## src/rtl/inspector_stat_sched_pkg.sv

```systemverilog
// inspector_stat_pkg: shared types and constants for the inspector snapshot scheduler.
//   state_t          FSM state encoding (IDLE, HDR, SEL, LOAD, SEND, CSUM)
//   SEL_IDLE         mux select value that parks the counter mux (returns 8'hFF)
//   HDR_BYTE_DEFAULT default frame start byte
//   NSEL_DEFAULT     default last select index scanned
//   frame_len()      bytes per frame for a given NSEL
// Config macro: STAT_CSUM_EN adds a trailing XOR checksum byte to each frame.
package inspector_stat_pkg;

  typedef enum logic [2:0] {
    IDLE,
    HDR,
    SEL,
    LOAD,
    SEND,
    CSUM
  } state_t;

  localparam logic [3:0] SEL_IDLE         = 4'h0;
  localparam logic [7:0] HDR_BYTE_DEFAULT = 8'hA5;
  localparam logic [3:0] NSEL_DEFAULT     = 4'd15;

`ifdef STAT_CSUM_EN
  localparam int unsigned FRAME_TRAILER = 1;
`else
  localparam int unsigned FRAME_TRAILER = 0;
`endif

  // Header + one byte per scanned counter + optional checksum.
  function automatic int unsigned frame_len(input logic [3:0] nsel);
    return 32'd1 + 32'(nsel) + FRAME_TRAILER;
  endfunction

endpackage

```

## src/rtl/inspector_stat_sched_if.sv

```systemverilog
// inspector_stat_sched_if: valid/ready byte stream from the scheduler to the host link.
//   out_data   frame byte
//   out_valid  out_data valid
//   out_ready  sink accepts the byte when out_valid && out_ready
// Modports: master (scheduler side), slave (host-link side).
interface inspector_stat_sched_if;
  logic [7:0] out_data;
  logic       out_valid;
  logic       out_ready;

  modport master (output out_data, output out_valid, input out_ready);
  modport slave  (input out_data, input out_valid, output out_ready);
endinterface

```

## src/rtl/inspector_stat_sched_timer.sv

```systemverilog
// stat_period_timer: free-running auto-snapshot timer.
//   clk    system clock
//   rst_n  asynchronous active-low reset
//   fire   one-cycle pulse when the timer reaches PERIOD-1; it wraps to 0 on that cycle
// PERIOD = 0 disables the timer: it holds at 0 and never fires.
module stat_period_timer #(
  parameter logic [31:0] PERIOD = 32'd100_000_000
) (
  input  logic clk,
  input  logic rst_n,
  output logic fire
);

  logic [31:0] timer;

  assign fire = (PERIOD != 32'd0) && (timer == PERIOD - 32'd1);

  always_ff @(posedge clk or negedge rst_n) begin
    if (!rst_n) begin
      timer <= '0;
    end else if (PERIOD == 32'd0 || fire) begin
      timer <= '0;
    end else begin
      timer <= timer + 32'd1;
    end
  end

endmodule

```

## src/rtl/inspector_stat_sched.sv

```systemverilog
// inspector_stat_sched: snapshot scheduler for the inspector counter bank.
// Scans counter-mux selects 1..NSEL, captures each 8-bit count and streams a frame
// (HDR_BYTE, count[1..NSEL] [, XOR checksum]) over a valid/ready byte link.
//   clk      system clock
//   rst_n    asynchronous active-low reset (abandons any partial frame)
//   snap     manual snapshot request pulse
//   sel      counter-mux select, 0 while idle
//   counts   mux output for the current sel
//   link     byte stream (out_data/out_valid/out_ready), master side
//   busy     frame in progress
//   ovr_cnt  dropped-trigger count, saturating
// Config macro: STAT_CSUM_EN appends the XOR of the counter bytes as a final byte.
module inspector_stat_sched
  import inspector_stat_pkg::*;
#(
  parameter logic [31:0] PERIOD   = 32'd100_000_000,
  parameter logic [7:0]  HDR_BYTE = HDR_BYTE_DEFAULT,
  parameter logic [3:0]  NSEL     = NSEL_DEFAULT
) (
  input  logic                          clk,
  input  logic                          rst_n,
  input  logic                          snap,
  output logic [3:0]                    sel,
  input  logic [7:0]                    counts,
  inspector_stat_sched_if.master        link,
  output logic                          busy,
  output logic [7:0]                    ovr_cnt
);

  state_t     state;
  logic [3:0] idx;
  logic       pending;
  logic       fire;
  logic       trigger;
  logic       accept;
`ifdef STAT_CSUM_EN
  logic [7:0] csum;
`endif

  stat_period_timer #(.PERIOD(PERIOD)) u_timer (
    .clk   (clk),
    .rst_n (rst_n),
    .fire  (fire)
  );

  // snap and timer in the same cycle collapse into a single trigger.
  assign trigger = snap | fire;
  assign accept  = link.out_valid & link.out_ready;
  assign busy    = (state != IDLE);

  always_ff @(posedge clk or negedge rst_n) begin
    if (!rst_n) begin
      state          <= IDLE;
      sel            <= SEL_IDLE;
      idx            <= 4'd1;
      pending        <= 1'b0;
      ovr_cnt        <= '0;
      link.out_data  <= '0;
      link.out_valid <= 1'b0;
`ifdef STAT_CSUM_EN
      csum           <= '0;
`endif
    end else begin
      // One trigger may queue behind a running frame; further ones are dropped and counted.
      if (state != IDLE && trigger) begin
        if (!pending) begin
          pending <= 1'b1;
        end else if (ovr_cnt != '1) begin
          ovr_cnt <= ovr_cnt + 8'd1;
        end
      end

      case (state)
        IDLE: begin
          if (trigger || pending) begin
            state          <= HDR;
            pending        <= 1'b0;
            idx            <= 4'd1;
            link.out_valid <= 1'b1;
            link.out_data  <= HDR_BYTE;
`ifdef STAT_CSUM_EN
            csum           <= '0;
`endif
          end
        end
        HDR: begin
          if (accept) begin
            link.out_valid <= 1'b0;
            state          <= SEL;
          end
        end
        SEL: begin
          sel            <= idx;
          link.out_valid <= 1'b0;
          state          <= LOAD;
        end
        LOAD: begin
          // sel was registered last cycle, so counts now reflects the new select.
          link.out_data  <= counts;
          link.out_valid <= 1'b1;
`ifdef STAT_CSUM_EN
          csum           <= csum ^ counts;
`endif
          state          <= SEND;
        end
        SEND: begin
          if (accept) begin
            if (idx == NSEL) begin
`ifdef STAT_CSUM_EN
              link.out_data  <= csum;
              state          <= CSUM;
`else
              link.out_valid <= 1'b0;
              sel            <= SEL_IDLE;
              state          <= IDLE;
`endif
            end else begin
              idx            <= idx + 4'd1;
              link.out_valid <= 1'b0;
              state          <= SEL;
            end
          end
        end
`ifdef STAT_CSUM_EN
        CSUM: begin
          if (accept) begin
            link.out_valid <= 1'b0;
            sel            <= SEL_IDLE;
            state          <= IDLE;
          end
        end
`endif
        default: begin
          link.out_valid <= 1'b0;
          sel            <= SEL_IDLE;
          state          <= IDLE;
        end
      endcase
    end
  end

endmodule
```

## src/flat_wrapper.sv

```systemverilog
// flat-port wrapper written by rule: the top's interface ports become plain ports
module inspector_stat_sched_flat import inspector_stat_pkg::*;
#(
  parameter logic [31:0] PERIOD   = 32'd100_000_000,
  parameter logic [7:0]  HDR_BYTE = HDR_BYTE_DEFAULT,
  parameter logic [3:0]  NSEL     = NSEL_DEFAULT
)
  (clk, rst_n, snap, sel, counts, busy, ovr_cnt, link_out_data, link_out_valid, link_out_ready);
  inspector_stat_sched_if link_i ();
  input  logic clk;
  input  logic rst_n;
  input  logic snap;
  output logic [3:0] sel;
  input  logic [7:0] counts;
  output logic busy;
  output logic [7:0] ovr_cnt;
  output wire logic [$bits(link_i.out_data)-1:0] link_out_data;
  output wire logic [$bits(link_i.out_valid)-1:0] link_out_valid;
  input wire logic [$bits(link_i.out_ready)-1:0] link_out_ready;
  assign link_out_data = link_i.out_data;
  assign link_out_valid = link_i.out_valid;
  assign link_i.out_ready = link_out_ready;
  inspector_stat_sched #(.PERIOD(PERIOD), .HDR_BYTE(HDR_BYTE), .NSEL(NSEL)) u_core (.clk(clk), .rst_n(rst_n), .snap(snap), .sel(sel), .counts(counts), .link(link_i), .busy(busy), .ovr_cnt(ovr_cnt));
endmodule
```

## config.mk

```make
export PLATFORM = sky130hd
export DESIGN_NAME = inspector_stat_sched_flat
export DESIGN_NICKNAME = d
export VERILOG_FILES = /design/src/rtl/inspector_stat_sched_pkg.sv /design/src/rtl/inspector_stat_sched_if.sv /design/src/rtl/inspector_stat_sched_timer.sv /design/src/rtl/inspector_stat_sched.sv /design/src/flat_wrapper.sv
export SDC_FILE = /design/constraint.sdc
export NUM_CORES = 1
export LEC_CHECK = 0
export BUFFER_PORTS_ARGS = -buffer_cell sky130_fd_sc_hd__buf_2
export CORE_MARGIN = 5
export CORE_UTILIZATION = 45
export DETAILED_ROUTE_END_ITERATION = 8
export HOLD_SLACK_MARGIN = 0.03
export PLACE_DENSITY = 0.7
export SKIP_LAST_GASP = 1
export SYNTH_ARGS = -nofsm -noshare
export SYNTH_HDL_FRONTEND = slang
export SYNTH_SLANG_ARGS = --single-unit
```

## constraint.sdc

```tcl
create_clock -name clk -period 2.65 [get_ports clk]
set_input_delay 0.3975 -clock clk [delete_from_list [all_inputs] [get_ports clk]]
set_output_delay 0.3975 -clock clk [all_outputs]
set_load 0.03 [all_outputs]
```

; ---- Word level (Yosys, flattened, before mapping)
; Index checks and enable logic that the tools add are counted.
[word_totals]
regBits = 61
in_bits = 12
wordCells = 62
[classes]
addsub = 3
n_eq_ne = 13
muxes = 21
n_bitwise = 3
reduce_logical = 14
[ops]
columns = operator, n
row1 = adder 32 x 1 -> 32 bit (second input constant), 1
row2 = == test 32 x 27 -> 1 bit (second input constant), 1
row3 = 2-to-1 mux 32 bit, 1
row4 = 2-to-1 mux 4 bit, 5
row5 = case mux 8 bit (2 select lines), 1
row6 = case mux 3 bit (5 select lines), 1
row7 = case mux 4 bit (3 select lines), 1
row8 = != test 2 x 1 -> 1 bit (second input constant), 5
row9 = 2-to-1 mux 3 bit, 3
row10 = AND reduction 3 bit, 3
row11 = adder 8 x 1 -> 8 bit (second input constant), 1
row12 = 2-to-1 mux 8 bit, 1
row13 = != test 8 bit (second input constant), 1
row14 = case mux 4 bit (2 select lines), 1
row15 = == test 3 x 2 -> 1 bit (second input constant), 2
row16 = 2-to-1 mux 1 bit, 5
row17 = adder 4 x 1 -> 4 bit (second input constant), 1
row18 = == test 4 bit (second input constant), 1
row19 = AND reduction 2 bit, 2
row20 = AND reduction 4 bit, 1
row21 = nonzero test 2 bit, 2
row22 = == test 3 x 1 -> 1 bit (second input constant), 1
row23 = == test 3 bit (second input constant), 1
row24 = zero test 3 bit, 1
row25 = 11 further kinds, 11

; ---- Depth between registers and ports, before layout
; Gate-level depths: netlist (run 1).
[logic_depth]
ltp_word = 6
depth_mapped = 8
depth_no_buf = 6

; ---- Modules after synthesis
; From an unflattened synthesis (run 1), not the netlist that was laid out.
[hier_totals]
cells_unflattened = 310
area_unflattened_um2 = 3188.1
[modules_own_cells]
columns = mod, instances, cells_per_inst, area_per_inst_um2
row1 = stat_period_timer, 1, 172, 1701.6
row2 = inspector_stat_sched, 1, 138, 1486.4

; ---- Worst setup path before layout (run 1)
; Ideal clock, no wire load.
[synth_path]
path_kind = register to register
startpoint = register u_core.u_timer.timer[8]
endpoint = register u_core.ovr_cnt[1]
t_arrival_ns = 2.169
t_required_ns = 2.525
setup_slack_ns = 0.356
path_stages_with_launch = 7
path_buffers = 1
synth_period_minus_slack_ns = 2.294
cell_sequence = dfrtp_1 buf_6 or4_1 or4_4 nor4_4 o21ai_2 mux2_4
[synth_via]
elab_chain_cells = 4
[synth_rtl]
columns = element, line_no
row1 = from (decl), inspector_stat_sched_timer.sv:14  ; logic [31:0] timer;
row2 = from (signal assigned), inspector_stat_sched_timer.sv:24  ; timer <= timer + 32'd1;
row3 = == test 32 x 27 -> 1 bit, inspector_stat_sched_timer.sv:16  ; assign fire = (PERIOD != 32'd0) && (timer == PERIOD - 32'd1);
row4 = bitwise OR 1 bit, inspector_stat_sched.sv:47  ; assign trigger = snap | fire;
row5 = logical AND 1 bit, inspector_stat_sched.sv:65  ; if (state != IDLE && trigger) begin
row6 = AND reduction 3 bit (no source line), n/a
row7 = to (signal assigned), inspector_stat_sched.sv:69  ; ovr_cnt <= ovr_cnt + 8'd1;
row8 = to (decl), inspector_stat_sched.sv:27  ; output logic [7:0] ovr_cnt
; Every way passes these cells.
; A chain may end at the register's enable or synchronous reset.

; ---- Worst setup path in the final report (run 1)
[layout_path]
startpoint = register u_core.u_timer.timer[10]
endpoint = register u_core.ovr_cnt[1]
; The elaborated chain is that of the path after synthesis.

==> results of run 1 <==
[area by class of cell]
cell class              count  area share, %
multi-input cells         213           40.2
inverters                   6          0.655
clock buffers              10           4.00
clock inverters             6           2.51
repair buffers             36           5.45
flip-flops and latches     61           44.4
well taps                  77           2.80
[metrics by stage]
step                      hold slack [ps]  power [W]  util, %  std cells  cell area (µm²)
after floorplan                       102    0.00192        -        291             2990
after global placement                459    0.00217     50.1        393             3220
after detailed placement              471    0.00219     50.1        393             3220
after CTS                             242    0.00312     53.6        409             3440
after global routing                  269    0.00328     53.6        409             3440
final                                 196    0.00308     53.6        409             3440
[registers in the layout, summed over array words and instances (netlist names)]
name and flops:
u_core.idx 4, u_core.state 3, u_core.link.out_data 8, u_core.sel 4
u_core.ovr_cnt 8, u_core.pending 1, u_core.link.out_valid 1, u_core.u_timer.timer 32
[layer usage]
metal	share of wire, %	vias to the layer above	routed length (µm)
met4	0.39	0	23
met1	49	1109	2930
met5	0	-	0
li1	-	1119	-
met2	45	51	2680
met3	5.3	4	317
[synth_stat cells, drive strengths merged (2+ instances only)]
| cell | number | area (µm²) |
|---|---|---|
| a22o | 7 | 61.3 |
| or3 | 2 | 12.5 |
| nor2 | 21 | 78.8 |
| inv | 6 | 22.5 |
| o21bai | 2 | 15.0 |
| and2 | 4 | 25.0 |
| ha | 3 | 37.5 |
| clkbuf | 7 | 26.3 |
| and3 | 5 | 31.3 |
| nor4 | 6 | 65.1 |
| nand3 | 25 | 125 |
| a21boi | 4 | 30.0 |
| xnor2 | 19 | 166 |
| o2111ai | 2 | 17.5 |
| nor4b | 2 | 17.5 |
| mux2 | 2 | 26.3 |
| o211ai | 4 | 30.0 |
| nand2 | 33 | 124 |
| o21ai | 6 | 33.8 |
| buf | 4 | 30.0 |
| xor2 | 16 | 140 |
| nor3 | 6 | 30.0 |
| nor2b | 3 | 18.8 |
| dfrtp | 60 | 1500 |
| o31ai | 2 | 15.0 |
| a31oi | 2 | 12.5 |
| and4 | 4 | 35.0 |
| nand4 | 14 | 87.6 |
| or4 | 2 | 18.8 |
| a21oi | 4 | 20.0 |
[cells by family (layout without fill, tap and decap cells)]
family | Yosys count | after routing | share of synthesized area (%)
flops | 61 | 61 | 51.1
mux | 2 | 2 | 0.879
fa+ha+maj | 4 | 4 | 1.59
xor+xnor | 35 | 35 | 10.3
compound gates | 41 | 41 | 10.0
buf+inv | 17 | 58 | 2.64
simple gates | 131 | 131 | 23.5
[where the power goes]
| part | internal, W | switching (W) | total [W] |
|---|---|---|---|
| Clock | 0.000553 | 0.000364 | 0.000916 |
| Sequential | 0.00109 | 0.000178 | 0.00127 |
| Combinational | 0.000320 | 0.000577 | 0.000897 |
| Total | 0.00196 | 0.00112 | 0.00308 |
[path summary, 6_finish.rpt]
| path | slack (ps) | from | endpoint |
|---|---|---|---|
| min in group clk | 270 | counts[0] | u_core.link.out_data[0]$_DFFE_PN0P_ |
| max reg2reg | 210 | u_core.u_timer.timer[10]$_DFF_PN0_ | u_core.ovr_cnt[1]$_DFFE_PN0P_ |
| min | 200 | rst_n | u_core.sel[3]$_DFFE_PN0P_ |
| max in group asynchronous | 1940 | rst_n | u_core.u_timer.timer[31]$_DFF_PN0_ |
| max | 210 | u_core.u_timer.timer[10]$_DFF_PN0_ | u_core.ovr_cnt[1]$_DFFE_PN0P_ |
| min reg2reg | 480 | u_core.u_timer.timer[0]$_DFF_PN0_ | u_core.u_timer.timer[0]$_DFF_PN0_ |
==> out/metrics.yaml, run 1 <==
antenna_left: 0
drc_errors: 0
ys.flop_type: "dfrtp_1"
fillers: 588
grt_util_met1_pct: 20.1
slew_headroom_pct: 37.4
hold_class: "in -> async"
slowest_delay_ps: 540
clock_sinks: 61
track_usage_pct: 15.3
cts_buffers: 9
regArea_um2: 1530
die_x_um: 91.5
crit_buf_inv: 0
hpwl_um: 4110
synth_cells: 291
grt-busiest-layer: "met2"
multi_input_area_um2: 1380
path_depth: 5
period_share_pct: 91.9
areaGrowthSynthToFinish_pct: 15.1
io_buffer_count: 33
max-cap-violations: 0
die-area_um2: 8370
diodes: 0
cpLargestDelayFamily: "simple AND/OR/NAND/NOR gates"
clk_latency_ps: 340
cp_cell_sequence: "or4_1 -> or4_4 -> nor4_4 -> o21ai_2 -> mux2_4"
nets: 342
power.density_nw_per_um2: 896
finalCriticalPeriod_ps: 2440
syn_nets: 306
slowest_stage: "or4_1"
antenna_found_initial: 0
crit_arrival_ps: 2660
grt_pass1_wl_um: 10400
die_h_um: 91.5
postCtsSetupRepairBufs: 0
cp_data_required_time_ps: 2880
cp-start-kind: "register"
use_met2_pct: 24.2
place.gp.congestion: 0.801
reg2reg_depth: 5
first_pass_iters: 4
drt-total-wl_um: 5950
cp_max_fo: 7
cts-root-buf: "clkbuf_8"
async_flop_share_pct: 100
clock_skew_ps: 11.0
synth_seq_area_share_pct: 51.1
core_um2: 6420
max_freq_ghz: 0.411
rsz0062_at_grt: "false"
slew_viol_final: 0
grt-ovfl-total: 0
grt_max_degree: 62
cts_tree: "yes"
synth-edff-count: 0
synth_seq_cells: 61
use_met3_pct: 5.04
final_common_cell: "dfrtp_1"
place_ws_ps: 208
endpoint_kind: "register"
syn_avg_cell_area_um2: 10.3
ctsHoldBuffers: 0
synth.yosys.warnings: 0
postCtsResizedCells: 0
worstSetupPathType: "reg -> reg"
yosysUniqueCellTypes: 51
netlist_area_um2: 2990
rows: 29
ctsLongestPathBuffers: 2
grt_pass1_vias: 2235
drive_above_1_share_pct: 18.1
wire_per_inst_um: 14.5
irDropWorstVdd_mv: 0.310
initial_core_util_pct: 46.5
via_per_inst: 5.58
vias: 2283
clkTransAtPathRegs_ps: 70
outcome: "complete, no violations"
drtIter0Drc: 108
setup_viol: 0
hold_viol_final: 0
tns_ps: 0
leakage_nw: 1.57
ios: 34
fin_ws_ps: 215
final_cell_mix: "dfrtp_1, nand2_1, buf_2, nand3_1, nor2_1"
h-tree-depth: 3
worstMarginPinSlew_ps: 931
No activity file was read; power rests on OpenSTA's default activity.
==> run 2, diff against run 1 <==
- CORE_UTILIZATION: 45 -> 40
- PLACE_DENSITY: 0.7 -> 0.64
==> run 2 against run 1 <==
Against the previous run: clock skew fell by 0.64 ps; hold slack got worse by 150 ps; non-clock buffer count did not move; fmax rose by 0.61%; total power fell by 3.0%; final area rose by 0.47%; via count fell by 1.3%; clock-buffer cell count rose by 1; sequential share of layout area fell by 0.21 points; clock power fell by 9.9%.
==> out/metrics.yaml, run 2 (synthesis results as in run 1) <==
clock_skew_ps: 10.4
grt_max_degree: 40
cts_tree: "yes"
max_flop_register: "u_core.u_timer.timer"
leakage_nw: 1.56
crit_arrival_ps: 2570
setup_viol: 0
sw_frac_of_total_pct: 37.3
pwr-share-seq_pct: 42.4
via_per_inst: 5.23
endpoint_kind: "register"
postCtsResizedCells: 0
finalCriticalPeriod_ps: 2420
ctsHoldBuffers: 0
period_share_pct: 91.3
clk_latency_ps: 330
track_usage_pct: 14.3
initial_core_util_pct: 41.2
worstSetupPathType: "reg -> reg"
grt_pass1_vias: 2202
nets: 342
slowest_stage: "o31ai_1"
max-cap-violations: 0
ctsLongestPathBuffers: 2
drc_errors: 0
drive_above_1_share_pct: 17.8
cp_data_required_time_ps: 2800
cts-root-buf: "clkbuf_8"
fin_ws_ps: 230
tns_ps: 0
cp_max_fo: 9
comb_power_share_pct: 30.0
cp_cell_sequence: "ha_1 -> and3_1 -> nand3_1 -> nor4_2 -> o31ai_1 -> o311ai_0"
vias: 2254
cts_buffers: 9
place_ws_ps: 180
p_int_w: 0.00188
hold_class: "in -> async"
largest_reg_flops: 32
grt_pass1_wl_um: 10300
power.density_nw_per_um2: 866
slew_viol_final: 0
power.total_w: 0.00299
first_pass_iters: 4
io_buffer_count: 33
postCtsSetupRepairBufs: 0
rsz0062_at_grt: "false"
slowest_delay_ps: 780
wire_per_inst_um: 14.0
cp-start-kind: "register"
worstMarginPinSlew_ps: 966
rows: 31
diodes: 0
grt-ovfl-total: 0
reg.largest.list: "u_core.u_timer.timer x32, u_core.link.out_data x8, u_core.ovr_cnt x8"
place.gp.congestion: 0.752
final_cell_mix: "dfrtp_1, nand2_1, buf_2, nand3_1, nor2_1"
outcome: "complete, no violations"
drt-total-wl_um: 6050
antenna_found_initial: 0
antenna_left: 0
irDropWorstVdd_mv: 0.311
hpwl_um: 4190
h-tree-depth: 3
clkTransAtPathRegs_ps: 70
drtIter0Drc: 113
max_freq_ghz: 0.413
hold_viol_final: 0
final_common_cell: "dfrtp_1"
clkPwrFrac_pct: 27.6
ios: 34
core_um2: 7250
die-area_um2: 9300
clock_sinks: 61
die_x_um: 96.4
slew_headroom_pct: 35.1
die_h_um: 96.4
p_switching_w: 0.00112
areaGrowthSynthToFinish_pct: 15.7
run 2: cell count changes in the layout (fill, tap and decap cells not counted):
cell	previous run	this run
clkinvlp_4	1	2
buf_4	3	2
clkinv_2	2	1
buf_12	0	1
bufinv_16	2	1
clkinv_4	1	0
clkbuf_1	0	1
inv_6	0	1
run 2: path summary, 6_finish.rpt:
kind	endpoint	cells after the start	slack (ps)	start
setup / recovery	u_core.link.out_valid$_DFFE_PN0P_	6	230	u_core.u_timer.timer[0]$_DFF_PN0_
hold / removal	u_core.sel[3]$_DFFE_PN0P_	1	40	rst_n
setup reg to reg	u_core.link.out_valid$_DFFE_PN0P_	6	230	u_core.u_timer.timer[0]$_DFF_PN0_
hold reg to reg	u_core.u_timer.timer[0]$_DFF_PN0_	1	490	u_core.u_timer.timer[0]$_DFF_PN0_
max in group asynchronous	u_core.u_timer.timer[26]$_DFF_PN0_	2	2010	rst_n
min in group clk	u_core.link.out_data[5]$_DFFE_PN0P_	3	290	counts[5]
run 2: worst max-delay path, delay by kind of cell, from the launching register on:
kind | cells | cell delay, ps
AOI/OAI and AO/OA | 2 | 1070
adders and majority gates | 1 | 230
DFF | 1 | 410
and+or+nand+nor | 3 | 530
run 2: metrics by stage:
| step | area [µm²] | util, % | cells | hold slack [ps] |
|---|---|---|---|---|
| 6_report | 3460 | 47.7 | 431 | 43.3 |
| 5_1_grt | 3460 | 47.7 | 431 | 79.7 |
| 4_1_cts | 3460 | 47.7 | 431 | 44.9 |
| 3_5_place_dp | 3260 | 44.9 | 415 | 413 |
| 3_3_place_gp | 3260 | 44.9 | 415 | 407 |
| 2_1_floorplan | 2990 | - | 291 | 102 |
run 2: layout make-up:
| class | instances | area (µm²) |
|---|---|---|
| timing repair buffer | 36 | 200 |
| clock buffer | 11 | 141 |
| sequential | 61 | 1530 |
| clock inverter | 5 | 58.8 |
| tap | 99 | 124 |
| inverter | 6 | 22.5 |
| multi-input combinational | 213 | 1380 |
| fill | 670 | 3800 |
run 2: per-layer routing:
layer / routed length [µm] / track usage (%) / part of all wire (%)
met3: 308 / 3.56 / 5.1
met4: 56 / 5.96 / 0.93
met2: 2790 / 22.9 / 46
met1: 2900 / 18.6 / 48
met5: 0 / 0 / 0
run 2: power by group through the flow:
stage	clock (W)	combinational, W	sequential (W)
CTS	0.000860	0.000912	0.00127
floorplan	0	0.000469	0.00145
global route	0.000893	0.000983	0.00130
global placement	0	0.000897	0.00128
finish	0.000825	0.000899	0.00127
detailed placement	0	0.000910	0.00129
==> run 3, diff against run 2 <==
- BUFFER_PORTS_ARGS: -buffer_cell sky130_fd_sc_hd__buf_2 -> unset
- CAP_MARGIN: unset -> 20
- DONT_BUFFER_PORTS: unset -> 1
- PLACE_DENSITY: 0.64 -> 0.6
==> run 3 against run 2 <==
Against the previous run: sequential power up 20%; register-to-register slack about the same; sequential share of layout area increased by 1.7 points; cell count decreased by 7.0%; final area is 3.8% lower; fmax is 0.32% higher; routed wire length fell by 0.91%; clock skew rose by 0.87 ps; clock power is essentially flat; flip-flop and latch count is the same; utilization is 1.8 points lower; die area is the same; largest power group unchanged.
==> out/metrics.yaml, run 3 (synthesis results as in run 1) <==
outcome: "complete, no violations"
first_pass_iters: 4
ctsLongestPathBuffers: 2
hold_viol_final: 0
areaGrowthSynthToFinish_pct: 11.3
placed_cells: 383
fillers: 716
slowest_stage: "or4_1"
ctsHoldBuffers: 2
via_per_inst: 5.44
wire_per_inst_um: 15.0
cts_tree: "yes"
rows: 31
cp_cell_sequence: "or4_1 -> or4_4 -> nor4_4 -> o21ai_2 -> mux2_4"
cpLargestDelayFamily: "simple AND/OR/NAND/NOR gates"
crit_arrival_ps: 2630
cp_max_fo: 7
h-tree-depth: 3
die-area_um2: 9300
crit_buf_inv: 0
drive_above_1_share_pct: 9.27
grt_pass1_vias: 2061
multi_input_area_um2: 1380
initial_core_util_pct: 41.2
worstMarginPinSlew_ps: 846
drtIter0Drc: 80
postCtsSetupRepairBufs: 0
die_h_um: 96.4
drc_errors: 0
final_cell_mix: "dfrtp_1, nand2_1, nand3_1, nor2_1, xnor2_1"
power.total_w: 0.00289
irDropWorstVdd_mv: 0.275
slew_headroom_pct: 43.1
clk_latency_ps: 330
io_buffer_count: 0
reg.largest.list: "u_core.u_timer.timer x32, u_core.link.out_data x8, u_core.ovr_cnt x8"
endpoint_kind: "register"
tns_ps: 0
die_x_um: 96.4
max_freq_ghz: 0.414
slowest_delay_ps: 530
hpwl_um: 4130
cts_buffers: 9
hold_class: "in -> reg"
place.gp.congestion: 0.741
grt_pass1_wl_um: 9830
drt-total-wl_um: 6000
power.density_nw_per_um2: 870
clkTransAtPathRegs_ps: 80
postCtsResizedCells: 0
worstSetupPathType: "reg -> reg"
clock_sinks: 61
finalCriticalPeriod_ps: 2410
grt_max_degree: 62
core_um2: 7250
antenna_found_initial: 0
track_usage_pct: 13.7
grt-ovfl-total: 0
r2r_slack_ps: 240
clock_skew_ps: 11.2
max-cap-violations: 0
final_common_cell: "dfrtp_1"
period_share_pct: 91.0
largest_reg_flops: 32
slew_viol_final: 0
diodes: 0
cts-root-buf: "clkbuf_8"
vias: 2181
ios: 34
fin_cells: 401
antenna_left: 0
regArea_um2: 1530
nets: 312
cp-start-kind: "register"
rsz0062_at_grt: "false"
max_flop_register: "u_core.u_timer.timer"
cp_data_required_time_ps: 2870
fin_util_pct: 45.9
setup_viol: 0
leakage_nw: 1.42
run 3: through the flow:
step | hold slack [ps] | setup WS (ps) | cell area, µm²
after floorplan | 102 | 356 | 2990
after global routing | 198 | 27.0 | 3330
after detailed placement | 103 | 242 | 3090
final | 200 | 237 | 3330
after CTS | 184 | 219 | 3330
after global placement | 103 | 287 | 3090
run 3: worst paths after layout:
path,to,start,depth (start not counted)
setup / recovery,u_core.ovr_cnt[1]$_DFFE_PN0P_,u_core.u_timer.timer[10]$_DFF_PN0_,5
hold / removal,u_core.link.out_data[6]$_DFFE_PN0P_,counts[6],2
setup reg to reg,u_core.ovr_cnt[1]$_DFFE_PN0P_,u_core.u_timer.timer[10]$_DFF_PN0_,5
hold reg to reg,u_core.u_timer.timer[0]$_DFF_PN0_,u_core.u_timer.timer[0]$_DFF_PN0_,1
max in group asynchronous,u_core.idx[0]$_DFFE_PN1P_,rst_n,2
min in group asynchronous,u_core.sel[0]$_DFFE_PN0P_,rst_n,2
run 3: per-layer routing:
layer  wire (µm)  part of all wire [%]  track usage (%)  up-vias
met5           0                     0                0        -
met3         390                   6.5             3.87        6
met2        2700                    45             21.7       45
met4          82                   1.4             5.61        0
met1        2820                    47             17.7     1067
li1            -                     -                -     1063
run 3: where the power goes:
group          leakage [nW]  switching, W  internal [W]
Sequential            0.798      0.000435       0.00109
Combinational         0.538      0.000296      0.000248
Clock                0.0878      0.000368      0.000460
Total                  1.42       0.00110       0.00180
run 3: layout make-up:
class	instances	area share, %
clock inverter	5	1.81
timing repair buffer	6	2.03
sequential	61	45.9
multi-input combinational	213	41.6
tap	99	3.72
clock buffer	11	4.25
inverter	6	0.677
